### config.mk
export PLATFORM = sky130hd
export DESIGN_NAME = fmap_stream_src_flat
export DESIGN_NICKNAME = d
export VERILOG_FILES = /design/src/rtl/fmap_stream_src_if.sv /design/src/rtl/fmap_stream_src.sv /design/src/flat_wrapper.sv
export SDC_FILE = /design/constraint.sdc
export NUM_CORES = 1
export LEC_CHECK = 0
export CAP_MARGIN = 20
export CORE_MARGIN = 2
export CORE_UTILIZATION = 40
export DETAILED_ROUTE_END_ITERATION = 10
export GPL_TIMING_DRIVEN = 0
export PLACE_DENSITY = 0.72
export SLEW_MARGIN = 20
export SYNTH_ARGS = -nofsm -noshare
export SYNTH_HDL_FRONTEND = slang
export SYNTH_SLANG_ARGS = --single-unit
### constraint.sdc
create_clock -name clk -period 5.8 [get_ports clk]
set_input_delay 0.87 -clock clk [delete_from_list [all_inputs] [get_ports clk]]
set_output_delay 0.87 -clock clk [all_outputs]
set_load 0.01 [all_outputs]
### src/rtl/fmap_stream_src_if.sv
// rtl/fmap_stream_src_if.sv - buffer read port, convolution stream and control bundle for fmap_stream_src
interface fmap_stream_src_if #(
   parameter int I_BW    = 8,
   parameter int ADDR_BW = 10
);
   logic               i_start;
   logic               i_stall;
   logic               o_rd_en;
   logic [ADDR_BW-1:0] o_rd_addr;
   logic [I_BW-1:0]    i_rd_data;
   logic [I_BW-1:0]    o_fmap;
   logic               o_ce;
   logic               i_conv_end;
   logic               o_self_rst;
   logic               o_busy;
   logic               o_done;
   logic               o_err;

   modport master (
      input  i_start, i_stall, i_rd_data, i_conv_end,
      output o_rd_en, o_rd_addr, o_fmap, o_ce, o_self_rst, o_busy, o_done, o_err
   );

   modport slave (
      output i_start, i_stall, i_rd_data, i_conv_end,
      input  o_rd_en, o_rd_addr, o_fmap, o_ce, o_self_rst, o_busy, o_done, o_err
   );
endinterface

### src/rtl/fmap_stream_src.sv
// rtl/fmap_stream_src.sv - raster feature-map source, re-streamed once per output channel
// Optional flush watchdog compiled in with FMAP_SRC_WATCHDOG_EN.
module fmap_stream_src #(
   parameter int I_BW    = 8,
   parameter int I_SIZE  = 28,
   parameter int CO      = 4,
   parameter int ADDR_BW = 10,
   parameter int WD_CYC  = 64
) (
   input  logic              clk,
   input  logic              rst,
   fmap_stream_src_if.master bus
);
   localparam int N     = I_SIZE * I_SIZE;
   localparam int CH_BW = $clog2(CO) + 1;
   localparam logic [ADDR_BW-1:0] LAST_ADDR = ADDR_BW'(N - 1);
   localparam logic [CH_BW-1:0]   LAST_CH   = CH_BW'(CO - 1);

   if ((2 ** ADDR_BW) < N) begin : g_addr_chk
      $error("ADDR_BW too narrow for I_SIZE*I_SIZE");
   end
   if (WD_CYC < 1 || CO < 1) begin : g_cfg_chk
      $error("WD_CYC and CO must be at least 1");
   end

   typedef enum logic [2:0] {
      S_IDLE,
      S_STREAM,
      S_FLUSH,
      S_CHRST,
      S_DONE
   } state_t;

   state_t             state;
   state_t             state_nx;
   logic [ADDR_BW-1:0] addr_q;
   logic [ADDR_BW-1:0] addr_nx;
   logic [CH_BW-1:0]   ch_q;
   logic [CH_BW-1:0]   ch_nx;
   logic               ce_pipe;
   logic               rd_en;
   logic               flush_ce;
   logic               self_rst;
   logic               done;
   logic               wd_hit;

   always_comb begin
      state_nx = state;
      addr_nx  = addr_q;
      ch_nx    = ch_q;
      rd_en    = 1'b0;
      flush_ce = 1'b0;
      self_rst = 1'b0;
      done     = 1'b0;
      case (state)
         S_IDLE: begin
            if (bus.i_start) begin
               state_nx = S_STREAM;
               addr_nx  = '0;
               ch_nx    = '0;
            end
         end
         S_STREAM: begin
            rd_en = ~bus.i_stall;
            if (rd_en) begin
               // Hold the counter on the last read so it never wraps inside a pass
               if (addr_q == LAST_ADDR) begin
                  state_nx = S_FLUSH;
               end else begin
                  addr_nx = addr_q + 1'b1;
               end
            end
         end
         S_FLUSH: begin
            // The first FLUSH cycle carries the last in-flight pixel, not a flush strobe
            flush_ce = ~ce_pipe & ~bus.i_stall & ~bus.i_conv_end;
            if (bus.i_conv_end || wd_hit) begin
               state_nx = S_CHRST;
            end
         end
         S_CHRST: begin
            self_rst = 1'b1;
            ch_nx    = ch_q + 1'b1;
            if (ch_q == LAST_CH) begin
               state_nx = S_DONE;
            end else begin
               addr_nx  = '0;
               state_nx = S_STREAM;
            end
         end
         S_DONE: begin
            done     = 1'b1;
            state_nx = S_IDLE;
         end
         default: begin
            state_nx = S_IDLE;
         end
      endcase
   end

   always_ff @(posedge clk or posedge rst) begin
      if (rst) begin
         state   <= S_IDLE;
         addr_q  <= '0;
         ch_q    <= '0;
         ce_pipe <= 1'b0;
      end else begin
         state   <= state_nx;
         addr_q  <= addr_nx;
         ch_q    <= ch_nx;
         ce_pipe <= rd_en;
      end
   end

`ifdef FMAP_SRC_WATCHDOG_EN
   localparam int WD_BW = $clog2(WD_CYC + 1);

   logic [WD_BW-1:0] wd_q;
   logic             err_q;

   assign wd_hit = flush_ce && (wd_q == WD_BW'(WD_CYC - 1));

   always_ff @(posedge clk or posedge rst) begin
      if (rst) begin
         wd_q  <= '0;
         err_q <= 1'b0;
      end else begin
         if (state != S_FLUSH) begin
            wd_q <= '0;
         end else if (flush_ce) begin
            wd_q <= wd_q + 1'b1;
         end
         err_q <= err_q | wd_hit;
      end
   end

   assign bus.o_err = err_q;
`else
   assign wd_hit    = 1'b0;
   assign bus.o_err = 1'b0;
`endif

   assign bus.o_rd_en    = rd_en;
   assign bus.o_rd_addr  = (state == S_STREAM) ? addr_q : '0;
   assign bus.o_ce       = ce_pipe | flush_ce;
   assign bus.o_fmap     = ce_pipe ? bus.i_rd_data : '0;
   assign bus.o_self_rst = self_rst;
   assign bus.o_busy     = (state != S_IDLE);
   assign bus.o_done     = done;
endmodule

### src/flat_wrapper.sv
// flat-port wrapper written by rule: the top's interface ports become plain ports
module fmap_stream_src_flat 
#(
   parameter int I_BW    = 8,
   parameter int I_SIZE  = 28,
   parameter int CO      = 4,
   parameter int ADDR_BW = 10,
   parameter int WD_CYC  = 64
)
  (clk, rst, bus_i_start, bus_i_stall, bus_i_rd_data, bus_i_conv_end, bus_o_rd_en, bus_o_rd_addr, bus_o_fmap, bus_o_ce, bus_o_self_rst, bus_o_busy, bus_o_done, bus_o_err);
  fmap_stream_src_if #(.I_BW(I_BW), .ADDR_BW(ADDR_BW)) bus_i ();
  input  logic clk;
  input  logic rst;
  input wire logic [$bits(bus_i.i_start)-1:0] bus_i_start;
  input wire logic [$bits(bus_i.i_stall)-1:0] bus_i_stall;
  input wire logic [$bits(bus_i.i_rd_data)-1:0] bus_i_rd_data;
  input wire logic [$bits(bus_i.i_conv_end)-1:0] bus_i_conv_end;
  output wire logic [$bits(bus_i.o_rd_en)-1:0] bus_o_rd_en;
  output wire logic [$bits(bus_i.o_rd_addr)-1:0] bus_o_rd_addr;
  output wire logic [$bits(bus_i.o_fmap)-1:0] bus_o_fmap;
  output wire logic [$bits(bus_i.o_ce)-1:0] bus_o_ce;
  output wire logic [$bits(bus_i.o_self_rst)-1:0] bus_o_self_rst;
  output wire logic [$bits(bus_i.o_busy)-1:0] bus_o_busy;
  output wire logic [$bits(bus_i.o_done)-1:0] bus_o_done;
  output wire logic [$bits(bus_i.o_err)-1:0] bus_o_err;
  assign bus_i.i_start = bus_i_start;
  assign bus_i.i_stall = bus_i_stall;
  assign bus_i.i_rd_data = bus_i_rd_data;
  assign bus_i.i_conv_end = bus_i_conv_end;
  assign bus_o_rd_en = bus_i.o_rd_en;
  assign bus_o_rd_addr = bus_i.o_rd_addr;
  assign bus_o_fmap = bus_i.o_fmap;
  assign bus_o_ce = bus_i.o_ce;
  assign bus_o_self_rst = bus_i.o_self_rst;
  assign bus_o_busy = bus_i.o_busy;
  assign bus_o_done = bus_i.o_done;
  assign bus_o_err = bus_i.o_err;
  fmap_stream_src #(.I_BW(I_BW), .I_SIZE(I_SIZE), .CO(CO), .ADDR_BW(ADDR_BW), .WD_CYC(WD_CYC)) u_core (.clk(clk), .rst(rst), .bus(bus_i));
endmodule
### After elaboration in Yosys (flattened, before gate mapping)

Cells that the tools add are included.
Widths: inputs -> output; s select.

* $add $sub $neg: 2
* equal/unequal tests: 12
* multiplexer cells: 19
* bitwise logic cells: 6
* reduce and logical (&&, ||, !) cells: 7

Operators by type and width (number)
* $mux 10: 5
* $pmux 10 s3: 1
* $mux 3: 6
* $pmux 3 s4: 1
* $add 10x1->10 const B: 1
* $eq 10x10->1 const B: 1
* $ne 2x2->1 const B: 5
* $eq 3x2->1 const B: 3
* $mux 8: 1
* $pmux 3 s2: 1
* $reduce_bool 3->1: 2
* $reduce_and 5->1: 1
* $mux 1: 4
* $reduce_and 4->1: 1
* $add 3x1->3 const B: 1
* $eq 3x1->1 const B: 1
* $eq 3x3->1 const B: 1
* $logic_not 3->1: 1
* $not 1->1: 3
* $and 1x1->1: 2
* $ne 2x1->1 const B: 1
* $reduce_and 2->1: 1
* $reduce_bool 2->1: 1
* $or 1x1->1: 1

* register bits after elaboration: 17
* output and inout port bits: 24
* logic and storage cells: 50

### Logic depth before layout (Yosys ltp)

Gate-level depths: netlist of run 1.

* depth in word-level cells: 5
* mapped depth: 7
* gate-level depth less buffers: 6

### Worst setup path before layout of run 1

Ideal clock, no wire load.

* kind: input to output
* from: in bus_i_stall
* to: out bus_o_rd_en
* arrival time: 1.583 ns
* data required time: 4.930 ns
* path slack: 3.347 ns
* cell stages on the path: 3
* buffers on the path: 1
* cells stage by stage: or4b_1 buf_2 inv_1

* cells in the longest elaborated chain, start to end: 2

RTL lines
* from (decl): line flat_wrapper.sv:15 `input wire logic [$bits(bus_i.i_stall)-1:0] bus_i_stall;`
* $not 1->1: line fmap_stream_src.sv:64 `rd_en = ~bus.i_stall;`
* $mux 1: line fmap_stream_src.sv:55 `case (state)`
* to (decl): line flat_wrapper.sv:18 `output wire logic [$bits(bus_i.o_rd_en)-1:0] bus_o_rd_en;`

Every way passes these cells.

### Final worst setup path of run 1

Ends and elaborated chain as after synthesis.

==> flow_metrics.tcl, run 1 <==
set metrics [dict create \
    grtUsageMet1_pct 23.2 \
    nets 178 \
    power_per_cell_area_mw_per_mm2 303 \
    maxCapViolCount 0 \
    n_fill_cell 239 \
    cts_resized 0 \
    multiInputGateArea_um2 642 \
    numCtsBuffers 3 \
    n_antenna_cell 0 \
    async_flop_share_pct 100 \
    mostFrequentLayoutCell "clkdlybuf4s50_1" \
    grt_max_degree 18 \
    worstMarginPinSlew_ns 0.649 \
    met3_usage_pct 4.76 \
    finalCriticalPeriod_ns 3.47 \
    routed_via_density 5.22 \
    clkSinkCount 17 \
    syn_area_per_cell_um2 9.29 \
    status "completed" \
    cts_buffer_depth 2 \
    cpMostUsedCell "clkdlybuf4s50_1" \
    grt_pass1_wl_um 4510 \
    clk_latency_ns 0.30 \
    cts_hold_buf 0 \
    num_rows 19 \
    io_pins 37 \
    critical_path.startpoint "bus_i_stall" \
    drt_pass1_iterations 4 \
    critPathArrivalTime_ns 2.60 \
    setup_viol 0 \
    critPathRequiredTime_ns 4.93 \
    drtIter0Drc 11 \
    hpwl_um 2020 \
    wl_per_cell_um 13.5 \
    cp-endpoint "bus_o_rd_en" \
    start_kind "input port" \
    p_leak_uw 0.000669 \
    vias 1003 \
    antenna_found_initial 0 \
    clk_pin_slew_ns 0.10 \
    synth.area.top_cells "dfrtp_1, and2_1, a221o_1" \
    crit_chain "clkdlybuf4s50_1 -> or4b_1 -> buf_2 -> inv_1 -> clkdlybuf4s50_1" \
    final_cell_mix "clkdlybuf4s50_1, and2_1, dfrtp_1" \
    cts_setup_buffers 0 \
    yosys.area.top_type_share_pct 37.5 \
    synth_top_flop_cell "dfrtp_1" \
    syn_area_mm2 0.00113 \
    post-route-drc-count 0 \
    synth_warnings 0 \
    setup_tns_ns 0 \
    wirelength_um 2590 \
    synth_cell_types 40 \
    rr_endpoint "u_core.addr_q[4]" \
    hold_path_class "reg -> reg" \
    met2_usage_pct 28.6 \
    slowest_stage "clkdlybuf4s50_1" \
    syn_nets 138 \
    grt_pass1_vias 1020 \
    ys_ff_latch 17 \
    final_layout_size_suffix_gt1_share_pct 12.4 \
    core_mm2 0.00273 \
    r2r-start "u_core.ch_q[0]" \
    clock-root-buffer "clkbuf_4" \
    pre_cts_slack_ns 2.32 \
    synth-edff-count 0 \
    hold_viol 0 \
    fin_crit_sh_pct 59.9 \
    syn_inst 122 \
    rsz0062_at_grt "no" \
    port_buffers 35 \
    die_y_um 57.2 \
    slowest_delay_ns 0.54 \
    syn2layout_area_growth_pct 36.8 \
    htreeDepth 1 \
    vdd_drop_max_v 0.000265 \
    grt_use_total_pct 17.5 \
    maxSlewViolCount 0 \
    yosysTopAreaCell "dfrtp_1" \
    skew_ns 0.00975 \
    antenna_left 0 \
    r2r_slack_ns 3.62 \
    tritoncts "yes" \
    regArea_um2 425 \
    overflow 0 \
    worstSetupPathType "in -> out" \
    max_freq_mhz 288 \
    initial_core_util_pct 41.5 \
    fin_ws_ns 2.33 \
    yosysSeqAreaShare_pct 37.5 \
    die_w_um 57.2 \
    grt_busiest_layer "met2" \
    critPathMaxFanout 6 \
    holdPathStages 1 \
    place_congestion 0.864 \
    slew_headroom_pct 56.7 \
    die_area_mm2 0.00328 \
    endpoint_kind "output pin" \
    r2r_cells 7 \
]
-- area by class of cell --
type / instances / area share, %
multi-input cells: 93 / 41.4
flip-flops and latches: 17 / 27.4
repair buffers: 35 / 22.6
plain buffers: 7 / 3.07
well taps: 31 / 2.50
clock buffers: 3 / 1.45
inverters: 5 / 1.21
clock inverters: 1 / 0.323
-- critical path: cells and delay by family --
kind / cells / cell delay, ns
AND/OR/NAND/NOR: 1 / 0.47
buffers and inverters: 4 / 1.26
-- power breakdown --
group | internal (µW) | switching [µW]
logic | 129 | 91.3
clock network | 25.7 | 39.0
registers | 146 | 39.2
total | 300 | 169
-- stage by stage --
step	area [µm²]	util (%)	std cells	total power (µW)	hold WS, ns
final	1550	56.7	192	470	0.525
after global routing	1550	56.7	192	504	0.557
after CTS	1550	56.7	192	474	0.525
after detailed placement	1520	55.7	188	408	0.508
after global placement	1520	55.7	188	399	0.486
after floorplan	1130	-	122	310	0.467
-- cells in the mapped netlist (all sizes together) (3+ instances only) --
library cell  count
o21ai             5
a221o             5
nor2b             3
nor3              6
and2             19
ha                3
nor3b             4
inv               5
buf               5
nand2             9
a21o              3
dfrtp            17
nand3             8
-- flip-flops by register name, summed over array words and instances, names as in the netlist --
register / flops
u_core.addr_q: 10
u_core.ce_pipe: 1
u_core.state: 3
u_core.ch_q: 3
-- cell families after synthesis --
group | Yosys count | share of synthesized area [%]
buffers and inverters | 12 | 5.85
and+or+nand+nor | 66 | 35.0
xor gates and xnor gates | 1 | 0.773
muxes | 1 | 0.993
AOI/OAI and AO/OA | 21 | 16.2
DFF | 17 | 37.5
other | 1 | 0.331
adders and majority gates | 3 | 3.31
-- how the worst min path moves through the flow --
| stage | from | to | slack [ns] |
|---|---|---|---|
| floorplan | u_core.ch_q[0] | u_core.ch_q[0] | 0.47 |
| global placement | u_core.ch_q[1] | u_core.ch_q[1] | 0.49 |
| detailed placement | u_core.ch_q[1] | u_core.ch_q[1] | 0.51 |
| CTS | u_core.ch_q[0] | u_core.ch_q[0] | 0.53 |
| global route | u_core.ch_q[0] | u_core.ch_q[0] | 0.56 |
| finish | u_core.ch_q[0] | u_core.ch_q[0] | 0.53 |
-- per-layer routing --
metal / part of all wire (%) / routed length (µm) / vias up
li1: - / - / 518
met5: 0 / 0 / -
met3: 2.9 / 76 / 5
met1: 48 / 1240 / 465
met2: 48 / 1250 / 15
met4: 0.89 / 23 / 0
(Power assumes the default switching activity.)
==> inputs of run 2 (changes only) <==
clock period = 3.39 ns   (was 5.8 ns; I/O delays follow)
==> results of run 2 <==
The final DEF is identical to that of run 1. Status: completed.
Main changes from that run: setup slack after placement 2.32 ns -> 0.637 ns; setup slack after layout 2.33 ns -> 0.477 ns; start point of the critical path bus_i_stall -> u_core.state[0]; end point of the critical path bus_o_rd_en -> bus_o_rd_addr[4]; register-to-register setup slack 3.62 ns -> 1.21 ns; total power 470 µW -> 804 µW; worst IR drop on VDD 0.000265 V -> 0.000454 V
